===== config.mk =====
export PLATFORM = sky130hd
export DESIGN_NAME = regfile_wb_arbiter_flat
export DESIGN_NICKNAME = d
export VERILOG_FILES = /design/src/rtl/regfile_wb_arbiter_if.sv /design/src/rtl/regfile_wb_arbiter.sv /design/src/flat_wrapper.sv
export SDC_FILE = /design/constraint.sdc
export NUM_CORES = 1
export LEC_CHECK = 0
export ABC_AREA = 1
export BUFFER_PORTS_ARGS = -buffer_cell sky130_fd_sc_hd__buf_4
export CAP_MARGIN = 15
export CORE_ASPECT_RATIO = 1.1
export CORE_MARGIN = 5
export CORE_UTILIZATION = 43
export DETAILED_ROUTE_END_ITERATION = 7
export GPL_TIMING_DRIVEN = 0
export PLACE_DENSITY = 0.87
export SYNTH_ARGS = -nofsm -noshare
export SYNTH_HDL_FRONTEND = slang
export SYNTH_SLANG_ARGS = --single-unit

===== constraint.sdc =====
create_clock -name clk -period 2.93 [get_ports clk]
set_input_delay 0.4395 -clock clk [delete_from_list [all_inputs] [get_ports clk]]
set_output_delay 0.4395 -clock clk [all_outputs]
set_load 0.01 [all_outputs]

===== src/rtl/regfile_wb_arbiter_if.sv =====
// Write-back request/grant bundle between the two producers and the arbiter,
// plus the register-file write port and the XZR-drop counter the arbiter drives.
interface regfile_wb_arbiter_if #(
    parameter int DATA_WIDTH     = 64,
    parameter int ADDR_WIDTH     = 5,
    parameter int DROP_CNT_WIDTH = 8
);
    logic                      req0_valid;
    logic                      req0_ready;
    logic [ADDR_WIDTH-1:0]     req0_reg;
    logic [DATA_WIDTH-1:0]     req0_data;
    logic                      req1_valid;
    logic                      req1_ready;
    logic [ADDR_WIDTH-1:0]     req1_reg;
    logic [DATA_WIDTH-1:0]     req1_data;
    logic                      regwrite;
    logic [ADDR_WIDTH-1:0]     writeReg;
    logic [DATA_WIDTH-1:0]     writeData;
    logic [DROP_CNT_WIDTH-1:0] drop_count;

    modport master (
        output req0_valid, req0_reg, req0_data,
        output req1_valid, req1_reg, req1_data,
        input  req0_ready, req1_ready,
        input  regwrite, writeReg, writeData, drop_count
    );

    modport slave (
        input  req0_valid, req0_reg, req0_data,
        input  req1_valid, req1_reg, req1_data,
        output req0_ready, req1_ready,
        output regwrite, writeReg, writeData, drop_count
    );
endinterface


===== src/rtl/regfile_wb_arbiter.sv =====
// Write-back arbiter: ALU (req0) and load (req1) share the register-file write port; writes to X31 are dropped and counted.
// Latency: 1 cycle from handshake edge to write port. Backpressure only by losing arbitration; ready is combinational.
// WB_ARB_ROUND_ROBIN_EN defined: round-robin on contention; undefined: req1 always wins on contention.
module regfile_wb_arbiter #(
    parameter int DATA_WIDTH     = 64,
    parameter int ADDR_WIDTH     = 5,
    parameter int DROP_CNT_WIDTH = 8
) (
    input  logic                 clk,
    input  logic                 reset,
    regfile_wb_arbiter_if.slave  bus
);
    localparam logic [ADDR_WIDTH-1:0] XZR_IDX = ADDR_WIDTH'(31);

    logic                      regwrite_q,   regwrite_d;
    logic [ADDR_WIDTH-1:0]     write_reg_q,  write_reg_d;
    logic [DATA_WIDTH-1:0]     write_data_q, write_data_d;
    logic [DROP_CNT_WIDTH-1:0] drop_cnt_q,   drop_cnt_d;

    logic                      grant0;
    logic                      grant1;
    logic                      xfer;
    logic                      is_xzr;
    logic [ADDR_WIDTH-1:0]     sel_reg;
    logic [DATA_WIDTH-1:0]     sel_data;
    logic                      prio0;

`ifdef WB_ARB_ROUND_ROBIN_EN
    logic last_grant_q, last_grant_d;

    // req0 is favoured exactly when req1 took the previous transfer
    assign prio0 = last_grant_q;

    always_comb begin
        last_grant_d = last_grant_q;
        if (grant0) begin
            last_grant_d = 1'b0;
        end else if (grant1) begin
            last_grant_d = 1'b1;
        end
    end

    always_ff @(posedge clk or posedge reset) begin
        if (reset) begin
            last_grant_q <= 1'b1;
        end else begin
            last_grant_q <= last_grant_d;
        end
    end
`else
    assign prio0 = 1'b0;
`endif

    always_comb begin
        grant0   = !reset && bus.req0_valid && (!bus.req1_valid || prio0);
        grant1   = !reset && bus.req1_valid && !grant0;
        xfer     = grant0 || grant1;
        sel_reg  = grant0 ? bus.req0_reg  : bus.req1_reg;
        sel_data = grant0 ? bus.req0_data : bus.req1_data;
        is_xzr   = (sel_reg == XZR_IDX);

        regwrite_d   = xfer && !is_xzr;
        write_reg_d  = write_reg_q;
        write_data_d = write_data_q;
        drop_cnt_d   = drop_cnt_q;
        if (xfer) begin
            write_reg_d  = sel_reg;
            write_data_d = sel_data;
            if (is_xzr && (drop_cnt_q != {DROP_CNT_WIDTH{1'b1}})) begin
                drop_cnt_d = drop_cnt_q + DROP_CNT_WIDTH'(1);
            end
        end
    end

    // Async reset kills a pending write immediately, before the next edge
    always_ff @(posedge clk or posedge reset) begin
        if (reset) begin
            regwrite_q   <= 1'b0;
            write_reg_q  <= '0;
            write_data_q <= '0;
            drop_cnt_q   <= '0;
        end else begin
            regwrite_q   <= regwrite_d;
            write_reg_q  <= write_reg_d;
            write_data_q <= write_data_d;
            drop_cnt_q   <= drop_cnt_d;
        end
    end

    assign bus.req0_ready = grant0;
    assign bus.req1_ready = grant1;
    assign bus.regwrite   = regwrite_q;
    assign bus.writeReg   = write_reg_q;
    assign bus.writeData  = write_data_q;
    assign bus.drop_count = drop_cnt_q;
endmodule

===== src/flat_wrapper.sv =====
// flat-port wrapper written by rule: the top's interface ports become plain ports
module regfile_wb_arbiter_flat 
#(
    parameter int DATA_WIDTH     = 64,
    parameter int ADDR_WIDTH     = 5,
    parameter int DROP_CNT_WIDTH = 8
)
  (clk, reset, bus_req0_valid, bus_req0_reg, bus_req0_data, bus_req1_valid, bus_req1_reg, bus_req1_data, bus_req0_ready, bus_req1_ready, bus_regwrite, bus_writeReg, bus_writeData, bus_drop_count);
  regfile_wb_arbiter_if #(.DATA_WIDTH(DATA_WIDTH), .ADDR_WIDTH(ADDR_WIDTH), .DROP_CNT_WIDTH(DROP_CNT_WIDTH)) bus_i ();
  input  logic clk;
  input  logic reset;
  input wire logic [$bits(bus_i.req0_valid)-1:0] bus_req0_valid;
  input wire logic [$bits(bus_i.req0_reg)-1:0] bus_req0_reg;
  input wire logic [$bits(bus_i.req0_data)-1:0] bus_req0_data;
  input wire logic [$bits(bus_i.req1_valid)-1:0] bus_req1_valid;
  input wire logic [$bits(bus_i.req1_reg)-1:0] bus_req1_reg;
  input wire logic [$bits(bus_i.req1_data)-1:0] bus_req1_data;
  output wire logic [$bits(bus_i.req0_ready)-1:0] bus_req0_ready;
  output wire logic [$bits(bus_i.req1_ready)-1:0] bus_req1_ready;
  output wire logic [$bits(bus_i.regwrite)-1:0] bus_regwrite;
  output wire logic [$bits(bus_i.writeReg)-1:0] bus_writeReg;
  output wire logic [$bits(bus_i.writeData)-1:0] bus_writeData;
  output wire logic [$bits(bus_i.drop_count)-1:0] bus_drop_count;
  assign bus_i.req0_valid = bus_req0_valid;
  assign bus_i.req0_reg = bus_req0_reg;
  assign bus_i.req0_data = bus_req0_data;
  assign bus_i.req1_valid = bus_req1_valid;
  assign bus_i.req1_reg = bus_req1_reg;
  assign bus_i.req1_data = bus_req1_data;
  assign bus_req0_ready = bus_i.req0_ready;
  assign bus_req1_ready = bus_i.req1_ready;
  assign bus_regwrite = bus_i.regwrite;
  assign bus_writeReg = bus_i.writeReg;
  assign bus_writeData = bus_i.writeData;
  assign bus_drop_count = bus_i.drop_count;
  regfile_wb_arbiter #(.DATA_WIDTH(DATA_WIDTH), .ADDR_WIDTH(ADDR_WIDTH), .DROP_CNT_WIDTH(DROP_CNT_WIDTH)) u_core (.clk(clk), .reset(reset), .bus(bus_i));
endmodule

# Yosys cells after proc, flatten, opt, wreduce, memory -nomap -nowiden
# Index checks and enable logic that the tools add are counted.
# W data, S select, Z words.
dict set report word_totals {
  inputBits 142
  ff_bits 78
  out_inout_bits 80
  word_cells 21
}
dict set report op_classes {
  add_sub_neg 1
  n_eq_ne 2
  muxes 2
  n_reduce_logical 12
}
# operator n
set op_table {}
lappend op_table {{$mux W64} 1}
lappend op_table {{$add A8 B1 Y8 const B} 1}
lappend op_table {{$ne A8 B8 Y1 const B} 1}
lappend op_table {{$logic_and A1 B1 Y1} 6}
lappend op_table {{$eq A5 B5 Y1 const B} 1}
lappend op_table {{$mux W5} 1}
lappend op_table {{$logic_not A1 Y1} 4}
lappend op_table {{$reduce_and A2 Y1} 1}
lappend op_table {{$logic_or A1 B1 Y1} 1}

# Logic depth before layout (Yosys ltp)
dict set report depth {
  depth_word 7
  mapped_depth 9
  ltp_nobuf 9
}

# Worst setup path before layout
# No wires, ideal clock.
dict set report synth_timing {
  path_type {input to output}
  start {input port reset}
  end {output port bus_req0_ready}
  path_slack_ns 0.514
  n_path_buf 1
  path_stages 4
  t_required_ns 2.491
  t_arrival_ns 1.976
  path_cell_list {inv_2 -> nand3_4 -> inv_1 -> buf_2}
}
dict set report synth_between {
  elab_chain_cells 3
}
# element line_no
set synth_rtl {}
lappend synth_rtl {{start, declared} flat_wrapper.sv:11} ;# input logic reset;
lappend synth_rtl {{$logic_not A1 Y1} regfile_wb_arbiter.sv:55} ;# grant0 = !reset && bus.req0_valid && (!bus.req1_valid || prio0);
lappend synth_rtl {{$logic_and A1 B1 Y1 (2 in series)} regfile_wb_arbiter.sv:55}
lappend synth_rtl {{end, declared} flat_wrapper.sv:18} ;# output wire logic [$bits(bus_i.req0_ready)-1:0] bus_req0_ready;
# No other way between the ends.

# Worst setup path in the final report
# Ends and elaborated chain as after synthesis.

==> key figures <==
Outcome
  – Status: finished, final reports clean

Final layout
  – Most common cell after layout, fill and taps aside: buf_4
  – Fin util: 0.6977
  – Layout Nets: 763
  – Layout overhead on the synthesized area: 57.21%
  – Number of diodes: 0
  – Most frequent cells in the layout: buf_4 (227), nand2_1 (167), dfrtp_1 (78)
  – Share of layout cells above drive strength 1: 0.4368
  – Filler cells: 639

Detailed routing
  – Vias/cell: 5.097
  – Initial DRC Count: 157
  – Final WL: 11,830 µm
  – Routed Antenna Nets: 0
  – Wire per inst: 16.14 µm
  – DRC Markers: 0
  – Drt pass-1 iters: 5
  – Vias: 3,736

Synth
  – Synth Warn #: 0
  – Cell variety after synth: 24
  – Synth Net Count: 530
  – Synth top area cells: dfrtp_1 (55%), nand2_1 (18%), a22oi_1 (14%)
  – Ys async rst share: 1.000
  – Post-synth top area share: 0.5499
  – Mapped Area: 3550 µm²
  – Sequential share of the synthesized area: 0.5499
  – Mapped Cells: 387
  – Flip-flop and latch count after synthesis: 78
  – Number of synthesized flops with an enable pin: 0
  – Post-synth top flop: dfrtp_1
  – Cell taking the most area after synthesis: dfrtp_1
  – Mapped Avg Cell Area: 9.172 µm²

Clock network
  – Reg clk slew, reported paths: 0.08 ns
  – TritonCTS buffer count: 9
  – CTS tree: built
  – CTS root buffer: clkbuf_8
  – Hold-fix buffers, CTS: 0
  – Htree depth: 3
  – Clock Tree Buf Depth: 2
  – CTS resizes: 0
  – Clock sinks: 78
  – Post-CTS Setup Bufs: 0
  – Clock Latency Late Sink: 0.34 ns

Timing
  – Skew final: 0.005310 ns
  – Slew @ Worst Pin: 0.5305 ns
  – Final min period: 2.339 ns
  – Normalized max-slew margin: 0.6463
  – Final setup fails: 0
  – Highest clock rate: 427.6 MHz
  – Period utilisation layout: 0.7982
  – Worst hold margin: 0.1587 ns
  – RSZ-0062 raised after global routing: no
  – Slew Viols, Final: 0
  – Final hold viol count: 0

Critical path
  – Crit-path max cell delay: 0.38 ns
  – Worst path slowest cell: inv_4
  – Crit path buf inv count: 6
  – CP Capture Type: output pin
  – CP Data Arrival Time: 1.90 ns
  – Crit-path max FO: 43
  – Top delay family on crit path: buffers and inverters
  – Most used cell, CP: buf_4
  – Crit-path cells: buf_4 -> inv_4 -> buf_12 -> nand3_4 -> inv_1 -> buf_2 -> buf_4
  – Critical path class: primary input to output pin
  – Worst setup SP type: primary input
  – WP data required: 2.49 ns

Power
  – PD cells: 525.5 nW/µm²
  – Max IR drop VDD: 0.2368 mV
  – Pleak: 3.094 nW

Global routing
  – First-pass GRT wire length: 19,010 µm
  – Gr usage total: 0.2280
  – Largest net degree at the start of global routing: 44
  – Number of global-route vias before repair: 3,866
  – Total gr overflow: 0
  – Initial antenna violation count: 0

Floorplan
  – Die height: 105.3 µm
  – Io pins: 222
  – DIE AREA: 10,170 µm²
  – Area of the core: 7998 µm²
  – Initial Util: 0.4438
  – Die width: 96.63 µm
  – Row count: 34

Placement
  – DP Wirelength: 9255 µm
  – GPL Wtd Cong: 0.8591
  – Port Buffers: 221

Min path
  – Worst min path class: primary input to asynchronous set/reset pin

Job
  – Max Cap Violations: 0
-- registers in the layout (all words and copies together) (netlist names) --
register	cells
u_core.bus.drop_count	8
u_core.bus.regwrite	1
u_core.bus.writeData	64
u_core.bus.writeReg	5
-- synthesized netlist by cell type (3+ instances only) --
master	n
nand2_1	167
dfrtp_1	78
a22oi_1	64
buf_2	15
nand4_1	13
inv_1	8
buf_4	6
nor2_1	6
nand2_2	5
xor2_1	4
inv_2	3
o21ai_0	3
-- through the flow --
stage / cells / area [µm²] / TNS [ns] / setup slack (ns) / total power, W
2_1_floorplan: 387 / 3550 / 0 / 0.5144 / 0.001615
4_1_cts: 733 / 5580 / 0 / 0.5130 / 0.002972
3_3_place_gp: 716 / 5344 / -3.731 / -0.2207 / 0.002056
6_report: 733 / 5580 / 0 / 0.5913 / 0.002933
5_1_grt: 733 / 5580 / 0 / 0.3556 / 0.003097
3_5_place_dp: 717 / 5366 / 0 / 0.5140 / 0.002093
-- worst reg2reg max path, stage by stage, from the launching register on --
cell and delay [ns]:
dfrtp_1 0.42, ha_1 0.25, nand2_1 0.07, nor2_1 0.21
nand3_2 0.24, nand4_4 0.22, nand2_1 0.08, nand2_1 0.06
-- area by class of cell --
| class | instances | area (µm²) | share of cell area |
|---|---|---|---|
| multi-input combinational | 275 | 1428 | 0.2558 |
| buffer | 22 | 123.9 | 0.02220 |
| timing repair buffer | 222 | 1679 | 0.3009 |
| tap | 108 | 135.1 | 0.02422 |
| clock buffer | 10 | 127.6 | 0.02287 |
| clock inverter | 6 | 86.33 | 0.01547 |
| inverter | 12 | 48.80 | 0.008744 |
| sequential | 78 | 1952 | 0.3498 |
-- where the power goes --
group / switching (W) / internal (W)
logic: 0.000365 / 0.000397
clock network: 0.000388 / 0.000479
registers: 0.0000847 / 0.00122
total: 0.000838 / 0.00210
-- kinds of logic (layout without fill, tap and decap cells) --
kind of cell             count (synthesis)  in the layout  synth area share
AO/OA/AOI/OAI                           68             68            0.1410
XOR/XNOR                                 6              6           0.01480
adder cells (fa/ha/maj)                  1              1          0.003524
buffers and inverters                   34            272           0.04793
flip-flops                              78             78            0.5499
AND/OR/NAND/NOR                        200            200            0.2429
-- worst paths after layout --
check | start | endpoint | slack (ns) | cells after the start
max | reset | bus_req0_ready | 0.59 | 7
min | reset | u_core.bus.drop_count[5]$_DFFE_PP0P_ | 0.16 | 2
max reg2reg | u_core.bus.drop_count[1]$_DFFE_PP0P_ | u_core.bus.drop_count[4]$_DFFE_PP0P_ | 1.32 | 7
min reg2reg | u_core.bus.writeData[46]$_DFFE_PP0P_ | u_core.bus.writeData[46]$_DFFE_PP0P_ | 0.48 | 2
max in group asynchronous | reset | u_core.bus.writeData[46]$_DFFE_PP0P_ | 2.16 | 3
min in group clk | bus_req0_data[30] | u_core.bus.writeData[30]$_DFFE_PP0P_ | 0.31 | 3
-- metal layers --
metal / wire length [µm] / track usage / share of wire / vias to the layer above
met3: 947 / 0.06539 / 0.080 / 25
met2: 6208 / 0.4034 / 0.52 / 173
met5: 0 / 0 / 0 / -
met4: 289 / 0.09428 / 0.024 / 0
met1: 4383 / 0.2584 / 0.37 / 1759
li1: - / - / - / 1779
(Power assumes the default switching activity.)
